===== src/rtl/pix_shift_pkg.sv =====
// Shared constants and types for the pixel shifter.
//   PLANES_DEF / WIDTH_DEF : default bitplane count and pixels per word
//   CNT_W_DEF              : width of the pixels-remaining counter at the defaults
//   plane_word_t           : packed plane word at the defaults (plane p = [p*W +: W])
//   cnt_width()            : counter width needed to hold 0..w
package pix_shift_pkg;

  localparam int unsigned PLANES_DEF = 2;
  localparam int unsigned WIDTH_DEF  = 8;

  function automatic int unsigned cnt_width(input int unsigned w);
    return $clog2(w + 1);
  endfunction

  localparam int unsigned CNT_W_DEF = $clog2(WIDTH_DEF + 1);

  typedef logic [PLANES_DEF*WIDTH_DEF-1:0] plane_word_t;

endpackage


===== src/rtl/pix_plane_shreg.sv =====
// One bitplane shifter.
//   clk, res : clock, synchronous active-high reset
//   load     : take ld_data (flipped/pre-shifted) as the new word
//   shift    : advance to the next pixel of the stored word
//   ld_data  : plane word from the hold register
//   ld_flip  : 1 = emit bit 0 first
//   ld_skip  : leading pixels to discard on load
//   pix      : pixel emitted this cycle (load source when loading, else shifter head)
// The word is normalised to MSB-first on load, so the stored register always
// shifts left regardless of flip.
module pix_plane_shreg #(
  parameter int unsigned WIDTH = 8,
  parameter int unsigned SKW   = $clog2(WIDTH)
) (
  input  logic             clk,
  input  logic             res,
  input  logic             load,
  input  logic             shift,
  input  logic [WIDTH-1:0] ld_data,
  input  logic             ld_flip,
  input  logic [SKW-1:0]   ld_skip,
  output logic             pix
);

  logic [WIDTH-1:0] sr;
  logic [WIDTH-1:0] ld_norm;
  logic [WIDTH-1:0] ld_pre;

  always_comb begin
    ld_norm = ld_data;
    if (ld_flip) begin
      for (int unsigned i = 0; i < WIDTH; i++) begin
        ld_norm[i] = ld_data[WIDTH-1-i];
      end
    end
    ld_pre = ld_norm << ld_skip;
    pix    = load ? ld_pre[WIDTH-1] : sr[WIDTH-1];
  end

  always_ff @(posedge clk) begin
    if (res) begin
      sr <= '0;
    end else if (load) begin
      // head pixel leaves on this same edge
      sr <= ld_pre << 1;
    end else if (shift) begin
      sr <= sr << 1;
    end
  end

endmodule


===== src/rtl/pix_shift_ser.sv =====
// Double-buffered parallel-in / serial-out pixel shifter.
//   clk, res   : clock, synchronous active-high reset
//   cen        : pixel clock enable, one pixel per cen cycle
//   d, d_valid : packed plane words (plane p = d[p*WIDTH +: WIDTH]) and valid
//   d_ready    : registered, high while the hold register is empty
//   flip       : horizontal flip, captured with the word
//   skip       : fine-scroll pre-skip, only with PIX_SHIFT_FINE_SCROLL_EN defined
//   pix_out    : current pixel, bit p from plane p
//   pix_valid  : pix_out carries real data
//   underrun   : one-clk pulse on the first starved cen after valid pixels
module pix_shift_ser
  import pix_shift_pkg::*;
#(
  parameter int unsigned PLANES = PLANES_DEF,
  parameter int unsigned WIDTH  = WIDTH_DEF
) (
  input  logic                      clk,
  input  logic                      res,
  input  logic                      cen,
  input  logic [PLANES*WIDTH-1:0]   d,
  input  logic                      d_valid,
  output logic                      d_ready,
  input  logic                      flip,
`ifdef PIX_SHIFT_FINE_SCROLL_EN
  input  logic [$clog2(WIDTH)-1:0]  skip,
`endif
  output logic [PLANES-1:0]         pix_out,
  output logic                      pix_valid,
  output logic                      underrun
);

  localparam int unsigned CW  = cnt_width(WIDTH);
  localparam int unsigned SKW = $clog2(WIDTH);

  logic [PLANES*WIDTH-1:0] hold_d;
  logic                    hold_flip;
  logic [SKW-1:0]          hold_skip;
  logic                    hold_full;
  logic [CW-1:0]           cnt;
  logic [SKW-1:0]          skip_in;

  logic                    accept;
  logic                    from_sh;
  logic                    from_hold;
  logic                    hold_full_n;
  logic [PLANES-1:0]       next_pix;

`ifdef PIX_SHIFT_FINE_SCROLL_EN
  assign skip_in = skip;
`else
  assign skip_in = '0;
`endif

  always_comb begin
    accept    = d_valid && d_ready;
    from_sh   = cen && (cnt != '0);
    from_hold = cen && (cnt == '0) && hold_full;
    // accept only happens with hold empty, so it never overlaps from_hold
    hold_full_n = hold_full;
    if (from_hold) hold_full_n = 1'b0;
    if (accept)    hold_full_n = 1'b1;
  end

  for (genvar p = 0; p < PLANES; p++) begin : g_plane
    pix_plane_shreg #(
      .WIDTH (WIDTH),
      .SKW   (SKW)
    ) u_plane (
      .clk     (clk),
      .res     (res),
      .load    (from_hold),
      .shift   (from_sh),
      .ld_data (hold_d[p*WIDTH +: WIDTH]),
      .ld_flip (hold_flip),
      .ld_skip (hold_skip),
      .pix     (next_pix[p])
    );
  end

  always_ff @(posedge clk) begin
    if (res) begin
      hold_d    <= '0;
      hold_flip <= 1'b0;
      hold_skip <= '0;
      hold_full <= 1'b0;
      d_ready   <= 1'b1;
      cnt       <= '0;
      pix_out   <= '0;
      pix_valid <= 1'b0;
      underrun  <= 1'b0;
    end else begin
      if (accept) begin
        hold_d    <= d;
        hold_flip <= flip;
        hold_skip <= skip_in;
      end
      hold_full <= hold_full_n;
      d_ready   <= !hold_full_n;

      underrun <= 1'b0;
      if (cen) begin
        if (from_sh || from_hold) begin
          pix_out   <= next_pix;
          pix_valid <= 1'b1;
          cnt       <= from_sh ? cnt - 1'b1 : CW'(WIDTH - 1) - CW'(hold_skip);
        end else begin
          pix_out   <= '0;
          pix_valid <= 1'b0;
          underrun  <= pix_valid;
        end
      end
    end
  end

endmodule


===== config.mk =====
export PLATFORM = sky130hd
export DESIGN_NAME = pix_shift_ser
export DESIGN_NICKNAME = d
export VERILOG_FILES = /design/src/rtl/pix_shift_pkg.sv /design/src/rtl/pix_plane_shreg.sv /design/src/rtl/pix_shift_ser.sv
export SDC_FILE = /design/constraint.sdc
export NUM_CORES = 1
export LEC_CHECK = 0
export BUFFER_PORTS_ARGS = -buffer_cell sky130_fd_sc_hd__clkbuf_2
export CAP_MARGIN = 30
export CELL_PAD_IN_SITES_DETAIL_PLACEMENT = 1
export CELL_PAD_IN_SITES_GLOBAL_PLACEMENT = 1
export CORE_UTILIZATION = 42
export CTS_CLUSTER_SIZE = 30
export DETAILED_ROUTE_END_ITERATION = 12
export HOLD_SLACK_MARGIN = 0.08
export PLACE_DENSITY = 0.73
export SETUP_SLACK_MARGIN = 0.15
export SLEW_MARGIN = 20
export SYNTH_ARGS = -nofsm -noshare
export SYNTH_HDL_FRONTEND = slang
export SYNTH_SLANG_ARGS = --single-unit

===== constraint.sdc =====
create_clock -name clk -period 2.2 [get_ports clk]
set_clock_uncertainty 0.2 [all_clocks]
set_input_delay 0.66 -clock clk [delete_from_list [all_inputs] [get_ports clk]]
set_output_delay 0.66 -clock clk [all_outputs]
set_load 0.02 [all_outputs]

# --- Word-level counts from Yosys, hierarchy flattened ---
# Index checks and enable logic that the tools add are counted.
totals:
  regBits: 41
  out_inout_bits: 5
classes:
  add_sub_neg: 1
  mux: 13
  bitwise: 1
  reduce_logical: 11
op_table:
  columns: ["cell", "count"]
  rows:
  - ["8-bit two-way mux", 6]
  - ["1-bit two-way mux", 5]
  - ["1-bit logical AND", 4]
  - ["4-bit logical NOT", 1]
  - ["4-bit two-way mux", 1]
  - ["4-bit nonzero test", 1]
  - ["4-bit by 1-bit subtractor with 4-bit output, second input constant", 1]
  - ["3-bit OR reduction", 1]
  - ["2-bit two-way mux", 1]
  - ["2-bit AND reduction", 1]
  - ["2-bit nonzero test", 1]
  - ["1-bit logical NOT", 1]
  - ["1-bit logical OR", 1]
  - ["1-bit inverter", 1]

# --- Depth between registers and ports, before layout ---
# Gate-level depths: netlist of the first run.
logic_depth:
  depth_word: 6
  depth_mapped: 7
  ltp_nobuf: 5

# --- By module ---
# Synthesis of the first run repeated with hierarchy kept, for this count alone.
hier_totals:
  hier_cells: 270
  area_unflattened_um2: 2496.1
by_module_without_submodules:
  columns: ["module", "instances", "cells_per_inst", "area_each_um2", "seq_area_each_um2"]
  rows:
  - ["pix_plane_shreg", 2, 74, 742.0, 140.1]
  - ["pix_shift_ser", 1, 122, 1012.2, 540.5]

# --- Worst setup path before layout of the first run ---
# No wires, ideal clock.
synth_path:
  path_kind: "flip-flop to flip-flop"
  from: "register cnt[0]"
  to: "register g_plane[0].u_plane.sr[2]"
  t_arrival_ns: 1.502
  setup_slack_ns: 0.375
  path_stages_with_launch: 7
  n_path_buf: 1
  synth_period_minus_slack_ns: 1.825
  cell_sequence: "dfxtp_1 -> inv_1 -> ha_1 -> nor3b_1 -> nor3_1 -> buf_6 -> a221o_2"
synth_between:
  elab_chain_cells: 4
  word_cells_on_any_way: 7
  cone_classes: "1 x mux; 6 x reduce/logical"
synth_lines:
  columns: ["element", "line_no", "source"]
  rows:
  - ["start, declared", "pix_shift_ser.sv:39", "logic [CW-1:0] cnt;"]
  - ["start signal, assigned", "pix_shift_ser.sv:105", "cnt <= from_sh ? cnt - 1'b1 : CW'(WIDTH - 1) - CW'(hold_skip);"]
  - ["4-bit logical NOT", "pix_shift_ser.sv:57", "from_hold = cen && (cnt == '0) && hold_full;"]
  - ["1-bit logical AND (2 in a row)", "pix_shift_ser.sv:57", null]
  - ["8-bit two-way mux / 2-bit nonzero test (equally long branches)", null, null]
  - ["end signal, assigned", "pix_plane_shreg.sv:45", "sr <= ld_pre << 1;"]
  - ["end signal, assigned", "pix_plane_shreg.sv:47", "sr <= sr << 1;"]
  - ["end, declared", "pix_plane_shreg.sv:25", "logic [WIDTH-1:0] sr;"]
# Several ways; a longest one is shown, not always the timed one.
# A chain may end at the register's enable or synchronous reset.

# --- Worst setup path in the final report of the first run ---
layout_path:
  from: "register cnt[0]"
  to: "register g_plane[1].u_plane.sr[2]"
layout_between:
  elab_chain_cells: 4
  word_cells_on_any_way: 7
  cone_classes: "1 x mux; 6 x reduce/logical"
layout_lines:
  columns: ["element", "line_no"]
  rows:
  - ["4-bit logical NOT", "pix_shift_ser.sv:57"]
  - ["1-bit logical AND (2 in a row)", "pix_shift_ser.sv:57"]
  - ["8-bit two-way mux / 2-bit nonzero test (equally long branches)", null]
  - ["end signal, assigned", "pix_plane_shreg.sv:45"]
  - ["end signal, assigned", "pix_plane_shreg.sv:47"]
  - ["end, declared", "pix_plane_shreg.sv:25"]
# Several ways; a longest one is shown, not always the timed one.

==> results.txt, run 1 <==
Hold path start = hold_flip$_SDFFE_PP0P_
Post-Route WL = 4070 um
Num CTS Buffers = 5
Sw Ratio = 27.9%
Synth area leader = dfxtp_1
R2R Path Start = cnt[0]$_SDFFE_PP0P_
Initial Util = 43.7%
Global-route wire length before repair = 6880 um
Internal Pwr Total = 0.00124 W
Synth area leaders = dfxtp_1 (47%), mux2i_1 (8.6%), nand2_1 (8.2%)
Hold Path Depth = 2
Area of the die = 4420 um^2
PwrDens = 852 nW/um^2
Port-buffer cells = 25
Crit. End Element = flop
Syn Inst Count = 191
Drc violations = 0
Seq/Total Area, Yosys = 47.0%
WHS Endpoint = hold_flip$_SDFFE_PP0P_
Synth unique cells = 30
Startpoint types = flop
Rows = 23
Worst setup path category = reg2reg
R2R Setup Slk = 300 ps
Fmax = 0.525 GHz
Vias in the first global route = 1495
Hold Fails Final Rpt = 0
Worst-path clk slew = 80 ps
Die Wd = 66.5 um
Post-DP HPWL = 2880 um
Tot GR Track Use = 21.2%
Maximum VDD drop = 0.329 mV
Warnings, synthesis = 0
DRT Pass-1 Iters = 4
Gpl congestion = 0.733
Ant diodes = 0
Crit path max-delay family = compound AO/OA/AOI/OAI gates
Drt wl/cell = 15.4 um
Initial drt markers = 40
Clock root cell = clkbuf_8
Post-DRT Antenna Nets = 0
Cell chain of the critical path = inv_1 > ha_1 > nor3b_2 > nor3_1 > buf_4 > a221o_2
Worst hold-check path type = reg2reg
Max_slew headroom = 58.2%
Crit-path max FO = 14
Reg power frac = 47.8%
Antenna violations before repair = 0
Hold buffers post-CTS = 0
Reg2Reg Capture Point = g_plane[1].u_plane.sr[2]$_SDFFE_PP0P_
Final Cell Area = 2020 um^2
Maximum root-to-sink buffer count = 2
Setup TNS = 0 ps
I/O Pins = 26
Max Slew Vio Count = 0
#FFs+latches synth = 41
Placeable Area = 4000 um^2
RSZ-0062 raised after global routing = false
Share of cells above drive strength 1 = 25.2%
Post-Place Cell Area = 1890 um^2
Crit path arrival time = 1880 ps
Avg Cell Area, Syn = 9.15 um^2
Largest net degree at the start of global routing = 28
Switching power = 0.000481 W
Via density = 5.55
Area Growth Syn to Fin = 15.7%
GRT overflow = 0
Period utilization = 86.5%
Clock power frac = 33.9%
CTS tree = yes
Measured slew at the worst slew-check pin = 626 ps
Die Span Y = 66.5 um
Cell area after synthesis = 1750 um^2
TritonCTS Sinks = 41
Worst Path Buf+Inv = 2
Power share of the combinational group = 18.3%
Final net count = 236
Worst reg2reg path depth = 6
WP data required = 2180 ps
Crit path time final = 1900 ps
Top cell type's share of synthesized area = 47.0%
Slowest stage delay, CP = 400 ps
Critical path's slowest cell = a221o_2
Status = finished, final reports clean
Clk_lat worst skew = 300 ps
Endpoints failing setup = 0
CTS HTree Levels = 2
Net Count, Synth = 213
Via count = 1466
Leak = 0.768 nW
Max_cap viols = 0
Fillcell total = 472
-- power groups by stage --
stage	Clock [W]	Sequential (W)	Combinational (W)
finish	0.000585	0.000825	0.000315
global placement	0	0.000837	0.000279
CTS	0.000601	0.000824	0.000304
detailed placement	0	0.000841	0.000295
floorplan	0	0.000836	0.000226
global route	0.000631	0.000832	0.000345
-- cells in the final DEF, fill, tap and decap left out, types with 2 or more instances in the layout --
master    synthesis  final
a221o_1           4      4
clkbuf_8          0      5
nand4_1           2      2
a221o_2          10     10
buf_4             0      4
nor2_1            6      6
dfxtp_1          41     41
nor3_1           16     16
o21ai_0           2      2
inv_1             2      2
nor4b_1           2      2
a311oi_1          2      2
mux2_2            2      2
a21oi_1          23     23
mux2i_1          15     15
clkbuf_2          0     25
nand2_1          38     38
-- worst register-to-register path: stages, from the launching register on --
cell and delay, ps:
dfxtp_1 340, inv_1 70, ha_1 250, nor3b_2 270
nor3_1 70, buf_4 190, a221o_2 400
-- registers in the layout, summed over array words and instances, names as in the netlist --
register            flops
d_ready                 1
underrun                1
cnt                     4
pix_valid               1
hold_d                 16
hold_flip               1
pix_out                 2
hold_full               1
g_plane.u_plane.sr     14
-- logic make-up (layout without fill, tap and decap cells) --
group                      after synthesis  after routing  share of synthesized area [%]
buffers and inverters                   17             40                           4.87
and+or+nand+nor                         70             70                           18.6
DFF                                     41             41                           47.0
muxes                                   17             17                           9.88
AOI/OAI and AO/OA                       45             45                           19.0
adders and majority gates                1              1                          0.716
-- cell usage after synthesis --
cell / count
ha_1: 1
buf_6: 2
nor4b_1: 2
a21o_1: 1
nor3_1: 16
and2_1: 1
mux2i_1: 15
nor3b_1: 1
a221o_1: 4
o21ai_1: 1
a21oi_4: 1
nand3b_1: 1
mux2_2: 2
nand2_1: 38
a211oi_1: 1
o21ai_0: 2
or4b_4: 1
inv_2: 1
a221o_2: 10
inv_1: 2
buf_2: 5
clkbuf_1: 6
dfxtp_1: 41
a311oi_1: 2
buf_1: 1
nand4_1: 2
or3_1: 1
or3b_1: 1
nor2_1: 6
a21oi_1: 23
-- per-stage QoR --
| step | std cells | hold WS (ps) | total power [W] | setup WS (ps) | util, % |
|---|---|---|---|---|---|
| after floorplan | 191 | 245 | 0.00106 | 375 | - |
| after global routing | 264 | 290 | 0.00181 | 223 | 50.6 |
| after detailed placement | 256 | 261 | 0.00114 | 166 | 47.3 |
| after CTS | 263 | 271 | 0.00173 | 186 | 50.0 |
| final | 264 | 265 | 0.00172 | 296 | 50.6 |
| after global placement | 256 | 245 | 0.00112 | 237 | 47.3 |
-- layer usage --
metal,vias to the layer above,GRT usage (%),routed length (um)
li1,732,-,-
met1,693,26.4,1900
met2,34,35.1,1940
met3,7,5.31,169
met4,0,7.98,61
met5,-,0,0
-- worst max-delay path by stage --
stage / endpoint / startpoint / depth (start not counted)
2_1_floorplan: g_plane[0].u_plane.sr[2]$_SDFFE_PP0P_ / cnt[0]$_SDFFE_PP0P_ / 6
3_3_place_gp: hold_full$_SDFF_PP0_ / cnt[0]$_SDFFE_PP0P_ / 5
3_5_place_dp: g_plane[1].u_plane.sr[7]$_SDFFE_PP0P_ / cnt[0]$_SDFFE_PP0P_ / 5
4_1_cts: g_plane[1].u_plane.sr[2]$_SDFFE_PP0P_ / cnt[0]$_SDFFE_PP0P_ / 5
5_1_grt: g_plane[1].u_plane.sr[7]$_SDFFE_PP0P_ / cnt[0]$_SDFFE_PP0P_ / 6
6_report: g_plane[1].u_plane.sr[2]$_SDFFE_PP0P_ / cnt[0]$_SDFFE_PP0P_ / 6
-- area by class of cell --
type | instances | area (um^2) | share of cell area (%)
Tap cell | 50 | 62.6 | 3.09
Timing Repair Buffer | 30 | 175 | 8.66
Multi-Input combinational cell | 133 | 850 | 42.0
Clock buffer | 5 | 68.8 | 3.40
Inverter | 3 | 11.3 | 0.557
Sequential cell | 41 | 821 | 40.6
Clock inverter | 2 | 35.0 | 1.73
-- what timing repair did --
| item | 4_1_cts | 5_1_grt |
|---|---|---|
| setup buffers | 0 | 1 |
| endpoints found under the setup margin | 3 | 14 |
| pin swaps | 0 | 1 |
| gates cloned | 0 | 0 |
| resized for setup | 1 | 1 |
Power figures use the tool's default switching activity.
==> inputs of run 2 (changes only) <==
--- a/config.mk
+++ b/config.mk
@@ -9,11 +9,10 @@
 export CAP_MARGIN = 30
 export CELL_PAD_IN_SITES_DETAIL_PLACEMENT = 1
 export CELL_PAD_IN_SITES_GLOBAL_PLACEMENT = 1
-export CORE_UTILIZATION = 42
+export CORE_UTILIZATION = 45
 export CTS_CLUSTER_SIZE = 30
 export DETAILED_ROUTE_END_ITERATION = 12
-export HOLD_SLACK_MARGIN = 0.08
-export PLACE_DENSITY = 0.73
+export PLACE_DENSITY = 0.78
 export SETUP_SLACK_MARGIN = 0.15
 export SLEW_MARGIN = 20
 export SYNTH_ARGS = -nofsm -noshare
==> constraint.sdc (replaced) <==
create_clock -name clk -period 2.3 [get_ports clk]
set_clock_uncertainty 0.2 [all_clocks]
set_input_delay 0.46 -clock clk [delete_from_list [all_inputs] [get_ports clk]]
set_output_delay 0.46 -clock clk [all_outputs]
set_load 0.02 [all_outputs]
==> results.txt, run 2 (same netlist as run 1, synthesis figures left out) <==
Crit path time final = 2040 ps (was 1900 ps)
Num CTS Buffers = 5 (unchanged)
Clock power frac = 30.4% (was 33.9%)
Fmax = 0.491 GHz (was 0.525 GHz)
Commonest non-fill, non-tap cell in the layout = dfxtp_1 (unchanged)
Via count = 1453 (was 1466)
Global-route wire length before repair = 7090 um (was 6880 um)
Critical path's slowest cell = nor3b_1 (was a221o_2)
R2R Path Start = cnt[0]$_SDFFE_PP0P_ (unchanged)
CTS HTree Levels = 2 (unchanged)
Hold Fails Final Rpt = 0 (unchanged)
I/O Pins = 26 (unchanged)
Worst setup path category = reg2reg (unchanged)
Via density = 5.57 (was 5.55)
RSZ-0062 raised after global routing = false (unchanged)
Max Slew Vio Count = 0 (unchanged)
Most frequent cells in the layout = dfxtp_1 (41), nand2_1 (38), clkbuf_2 (25), a21oi_1 (23), nor3_1 (16) (unchanged)
Share of cells above drive strength 1 = 23.9% (was 25.2%)
CTS tree = yes (unchanged)
Port-buffer cells = 25 (unchanged)
Status = finished, final reports clean (unchanged)
Clk_lat worst skew = 300 ps (about the same)
Clock root cell = clkbuf_8 (unchanged)
Number of setup buffers added after CTS = 0 (unchanged)
Antenna violations before repair = 0 (unchanged)
Crit. End Element = flop (unchanged)
TritonCTS Sinks = 41 (unchanged)
Drc violations = 0 (unchanged)
Ant diodes = 0 (unchanged)
Switching power = 0.000472 W (was 0.000481 W)
Leak = 0.742 nW (was 0.768 nW)
Initial drt markers = 44 (was 40)
Largest Register = hold_d (unchanged)
GRT overflow = 0 (unchanged)
Hold path start = flip (was hold_flip$_SDFFE_PP0P_)
Worst reg2reg path depth = 6 (unchanged)
Die Wd = 64.3 um (was 66.5 um)
Startpoint types = flop (unchanged)
PwrDens = 781 nW/um^2 (was 852 nW/um^2)
Crit-path max FO = 14 (unchanged)
Setup TNS = 0 ps (unchanged)
Sw Ratio = 30.7% (was 27.9%)
WHS Endpoint = hold_flip$_SDFFE_PP0P_ (unchanged)
Worst hold-check path type = in2reg (was reg2reg)
Post-DP HPWL = 2960 um (was 2880 um)
Largest register FFs = 16 (unchanged)
Rows = 22 (was 23)
Cts repair resizes = 0 (was 1)
WP data required = 2290 ps (was 2180 ps)
DRT Pass-1 Iters = 4 (unchanged)
Biggest regs = hold_d x16, g_plane.u_plane.sr x14, cnt x4 (unchanged)
Final net count = 234 (was 236)
Maximum root-to-sink buffer count = 2 (unchanged)
Largest net degree at the start of global routing = 21 (was 28)
Area of the die = 4140 um^2 (was 4420 um^2)
Tot GR Track Use = 22.9% (was 21.2%)
Measured slew at the worst slew-check pin = 639 ps (was 626 ps)
Die Span Y = 64.3 um (was 66.5 um)
Worst-path clk slew = 90 ps (was 80 ps)
Placeable Area = 3690 um^2 (was 4000 um^2)
Max_slew headroom = 56.8% (was 58.2%)
Post-Route WL = 4110 um (was 4070 um)
Period utilization = 88.6% (was 86.5%)
Cell chain of the critical path = inv_1 > ha_1 > nor3b_1 > nor3_1 > buf_4 > a221o_2 (was inv_1 > ha_1 > nor3b_2 > nor3_1 > buf_4 > a221o_2)
Power share of the combinational group = 18.3% (about the same)
Hold Path Depth = 3 (was 2)
Reg power frac = 51.3% (was 47.8%)
Area Growth Syn to Fin = 12.6% (was 15.7%)
Drt wl/cell = 15.8 um (was 15.4 um)
Slowest stage delay, CP = 400 ps (about the same)
Post-DRT Antenna Nets = 0 (unchanged)
Maximum VDD drop = 0.339 mV (was 0.329 mV)
R2R Setup Slk = 260 ps (was 300 ps)
Vias in the first global route = 1484 (was 1495)
Post-Place Cell Area = 1880 um^2 (was 1890 um^2)
Hold buffers post-CTS = 0 (unchanged)
Final Cell Area = 1970 um^2 (was 2020 um^2)
Gpl congestion = 0.732 (was 0.733)
Fillcell total = 468 (was 472)
Internal Pwr Total = 0.00106 W (was 0.00124 W)
Endpoints failing setup = 0 (unchanged)
Max_cap viols = 0 (unchanged)
Reg2Reg Capture Point = g_plane[1].u_plane.sr[2]$_SDFFE_PP0P_ (unchanged)
Crit path arrival time = 2020 ps (was 1880 ps)
Initial Util = 47.4% (was 43.7%)
## run 2: cell count changes in the layout (fill, tap and decap cells not counted)
cell        before  now
buf_12           1    0
or3b_4           1    0
bufinv_16        1    0
clkinv_2         1    2
clkinvlp_4       0    1
buf_4            4    3
nor3b_1          0    1
or3b_1           0    1
nor3b_2          1    0
## run 2: worst max-delay path: cells and delay by family (launching register included)
kind | cells | cell delay [ps]
adders and majority gates | 1 | 220
DFF | 1 | 340
buffers and inverters | 2 | 270
AOI/OAI and AO/OA | 1 | 390
and+or+nand+nor | 2 | 500
## run 2: worst max path at each step
stage                     cells past startpoint                                     to           startpoint
after global routing                          6  g_plane[1].u_plane.sr[5]$_SDFFE_PP0P_  cnt[0]$_SDFFE_PP0P_
after floorplan                               6  g_plane[0].u_plane.sr[2]$_SDFFE_PP0P_  cnt[0]$_SDFFE_PP0P_
after global placement                        5  g_plane[1].u_plane.sr[7]$_SDFFE_PP0P_  cnt[0]$_SDFFE_PP0P_
after detailed placement                      6  g_plane[1].u_plane.sr[5]$_SDFFE_PP0P_  cnt[0]$_SDFFE_PP0P_
final                                         6  g_plane[1].u_plane.sr[2]$_SDFFE_PP0P_  cnt[0]$_SDFFE_PP0P_
after CTS                                     6  g_plane[1].u_plane.sr[2]$_SDFFE_PP0P_  cnt[0]$_SDFFE_PP0P_
## run 2: routing by layer
metal  up-vias  GRT usage [%]  wire length, um
met3        10           6.25              148
met5         -              0                0
met2        27           35.7             1880
met1       690           29.7             2000
li1        726              -                -
met4         0           9.72               85
## run 2: metrics by stage
stage               power, W  hold WS (ps)  std cells  util (%)  worst slack, ps
CTS                  0.00155           162        261      53.4              255
global route         0.00162           174        261      53.4              160
floorplan            0.00102           245        191         -              475
global placement     0.00106           248        253      51.0              400
detailed placement   0.00108           256        253      51.0              285
finish               0.00154           172        261      53.4              262
## run 2: layout make-up
cell class,instances,area [um^2],share of cell area [%]
sequential,41,821,41.7
tap,48,60.1,3.05
multi-input combinational,133,842,42.8
timing repair buffer,28,148,7.50
inverter,3,11.3,0.572
clock inverter,3,17.5,0.890
clock buffer,5,68.8,3.50
## run 2: power by group through the flow
| stage | sequential [W] | clock (W) | combinational [W] |
|---|---|---|---|
| floorplan | 0.000800 | 0 | 0.000216 |
| global placement | 0.000800 | 0 | 0.000264 |
| detailed placement | 0.000804 | 0 | 0.000278 |
| CTS | 0.000788 | 0.000482 | 0.000282 |
| global route | 0.000795 | 0.000517 | 0.000311 |
| finish | 0.000788 | 0.000467 | 0.000282 |
==> inputs of run 3 (changes only) <==
--- a/config.mk
+++ b/config.mk
@@ -12,6 +12,7 @@
 export CORE_UTILIZATION = 45
 export CTS_CLUSTER_SIZE = 30
 export DETAILED_ROUTE_END_ITERATION = 12
+export MAX_ROUTING_LAYER = met4
 export PLACE_DENSITY = 0.78
 export SETUP_SLACK_MARGIN = 0.15
 export SLEW_MARGIN = 20
==> results.txt, run 3 (same netlist as run 1, synthesis figures left out) <==
Status = finished, final reports clean (unchanged)
Max Slew Vio Count = 0 (unchanged)
Clock root cell = clkbuf_8 (unchanged)
Tot Pwr = 0.00154 W (about the same)
DRT Pass-1 Iters = 4 (unchanged)
Drc violations = 0 (unchanged)
Number of setup buffers added after CTS = 0 (unchanged)
Area of the die = 4140 um^2 (unchanged)
Leak = 0.742 nW (unchanged)
CTS tree = yes (unchanged)
Cell chain of the critical path = inv_1 > ha_1 > nor3b_1 > nor3_1 > buf_4 > a221o_2 (unchanged)
Post-Route WL = 4110 um (about the same)
Via count = 1454 (was 1453)
Largest register FFs = 16 (unchanged)
Endpoints failing setup = 0 (unchanged)
RSZ-0062 raised after global routing = false (unchanged)
Clk_lat worst skew = 300 ps (about the same)
Drt wl/cell = 15.7 um (was 15.8 um)
Power share of the combinational group = 18.3% (about the same)
Critical path's slowest cell = nor3b_1 (unchanged)
Worst setup path category = reg2reg (unchanged)
Measured slew at the worst slew-check pin = 639 ps (about the same)
Antenna violations before repair = 0 (unchanged)
Area Growth Syn to Fin = 12.6% (unchanged)
Ant diodes = 0 (unchanged)
Post-DRT Antenna Nets = 0 (unchanged)
CTS HTree Levels = 2 (unchanged)
TritonCTS Sinks = 41 (unchanged)
Maximum VDD drop = 0.339 mV (about the same)
Die Wd = 64.3 um (unchanged)
Largest net degree at the start of global routing = 21 (unchanged)
Switching power = 0.000472 W (about the same)
Via density = 5.57 (about the same)
Crit-path max FO = 14 (unchanged)
Crit. End Element = flop (unchanged)
Fmax = 0.491 GHz (about the same)
Rows = 22 (unchanged)
Internal Pwr Total = 0.00106 W (unchanged)
Vias in the first global route = 1487 (was 1484)
Sw Ratio = 30.7% (about the same)
Largest Register = hold_d (unchanged)
Fillcell total = 468 (unchanged)
Max_cap viols = 0 (unchanged)
PwrDens = 781 nW/um^2 (about the same)
Period utilization = 88.6% (about the same)
Hold buffers post-CTS = 0 (unchanged)
Startpoint types = flop (unchanged)
Setup TNS = 0 ps (unchanged)
Max_slew headroom = 56.8% (about the same)
Share of cells above drive strength 1 = 23.9% (unchanged)
Post-DP HPWL = 2960 um (unchanged)
Final net count = 234 (unchanged)
Die Span Y = 64.3 um (unchanged)
Reg power frac = 51.3% (about the same)
Most frequent cells in the layout = dfxtp_1 (41), nand2_1 (38), clkbuf_2 (25), a21oi_1 (23), nor3_1 (16) (unchanged)
Port-buffer cells = 25 (unchanged)
Commonest non-fill, non-tap cell in the layout = dfxtp_1 (unchanged)
Initial drt markers = 37 (was 44)
Cts repair resizes = 0 (unchanged)
Num CTS Buffers = 5 (unchanged)
I/O Pins = 26 (unchanged)
Crit path arrival time = 2020 ps (about the same)
GRT overflow = 0 (unchanged)
Hold Fails Final Rpt = 0 (unchanged)
WHS = 172 ps (about the same)
Global-route wire length before repair = 7080 um (was 7090 um)
Tot GR Track Use = 23.6% (was 22.9%)
Gpl congestion = 0.740 (was 0.732)
Placeable Area = 3690 um^2 (unchanged)
Maximum root-to-sink buffer count = 2 (unchanged)
Initial Util = 47.4% (unchanged)
Clock power frac = 30.4% (about the same)
Worst-path clk slew = 90 ps (about the same)
Crit path time final = 2040 ps (about the same)
Slowest stage delay, CP = 400 ps (about the same)
Worst hold-check path type = in2reg (unchanged)
WP data required = 2290 ps (about the same)
Biggest regs = hold_d x16, g_plane.u_plane.sr x14, cnt x4 (unchanged)
run 3: final cells by class:
cell class / count / area, um^2 / area share, %
Multi-Input combinational cell: 133 / 842 / 42.8
Sequential cell: 41 / 821 / 41.7
Timing Repair Buffer: 28 / 148 / 7.50
Clock buffer: 5 / 68.8 / 3.50
Tap cell: 48 / 60.1 / 3.05
Clock inverter: 3 / 17.5 / 0.890
Inverter: 3 / 11.3 / 0.572
run 3: worst paths after layout:
check | endpoint | slack [ps] | depth (start not counted) | from
max | g_plane[1].u_plane.sr[2]$_SDFFE_PP0P_ | 260 | 6 | cnt[0]$_SDFFE_PP0P_
min | hold_d[1]$_SDFFE_PP0P_ | 170 | 3 | d[1]
max reg2reg | g_plane[1].u_plane.sr[2]$_SDFFE_PP0P_ | 260 | 6 | cnt[0]$_SDFFE_PP0P_
min reg2reg | hold_flip$_SDFFE_PP0P_ | 260 | 2 | hold_flip$_SDFFE_PP0P_
run 3: routing by layer:
layer / vias up / global-route usage, % / wire length [um]
met5: - / - / 0
met4: 0 / 9.72 / 85
met3: 10 / 6.25 / 148
met2: 27 / 35.8 / 1880
met1: 691 / 29.6 / 2000
li1: 726 / - / -
run 3: metrics by stage:
stage                     utilization [%]  cell area, um^2  cells  setup slack (ps)
after floorplan                         -             1750    191               475
after global placement               51.0             1880    253               400
after detailed placement             51.0             1880    253               285
after CTS                            53.4             1970    261               255
after global routing                 53.4             1970    261               161
final                                53.4             1970    261               262
run 3: critical path, delay by kind of cell, from the launching register on:
family	cells	cell delay (ps)
simple gates	2	500
compound gates	1	390
flops	1	340
buf+inv	2	270
fa+ha+maj	1	220
run 3: power groups by stage:
stage	sequential, W	clock [W]	combinational (W)
3_5_place_dp	0.000804	0	0.000278
5_1_grt	0.000795	0.000517	0.000311
2_1_floorplan	0.000800	0	0.000216
4_1_cts	0.000788	0.000482	0.000282
6_report	0.000788	0.000466	0.000282
3_3_place_gp	0.000800	0	0.000264
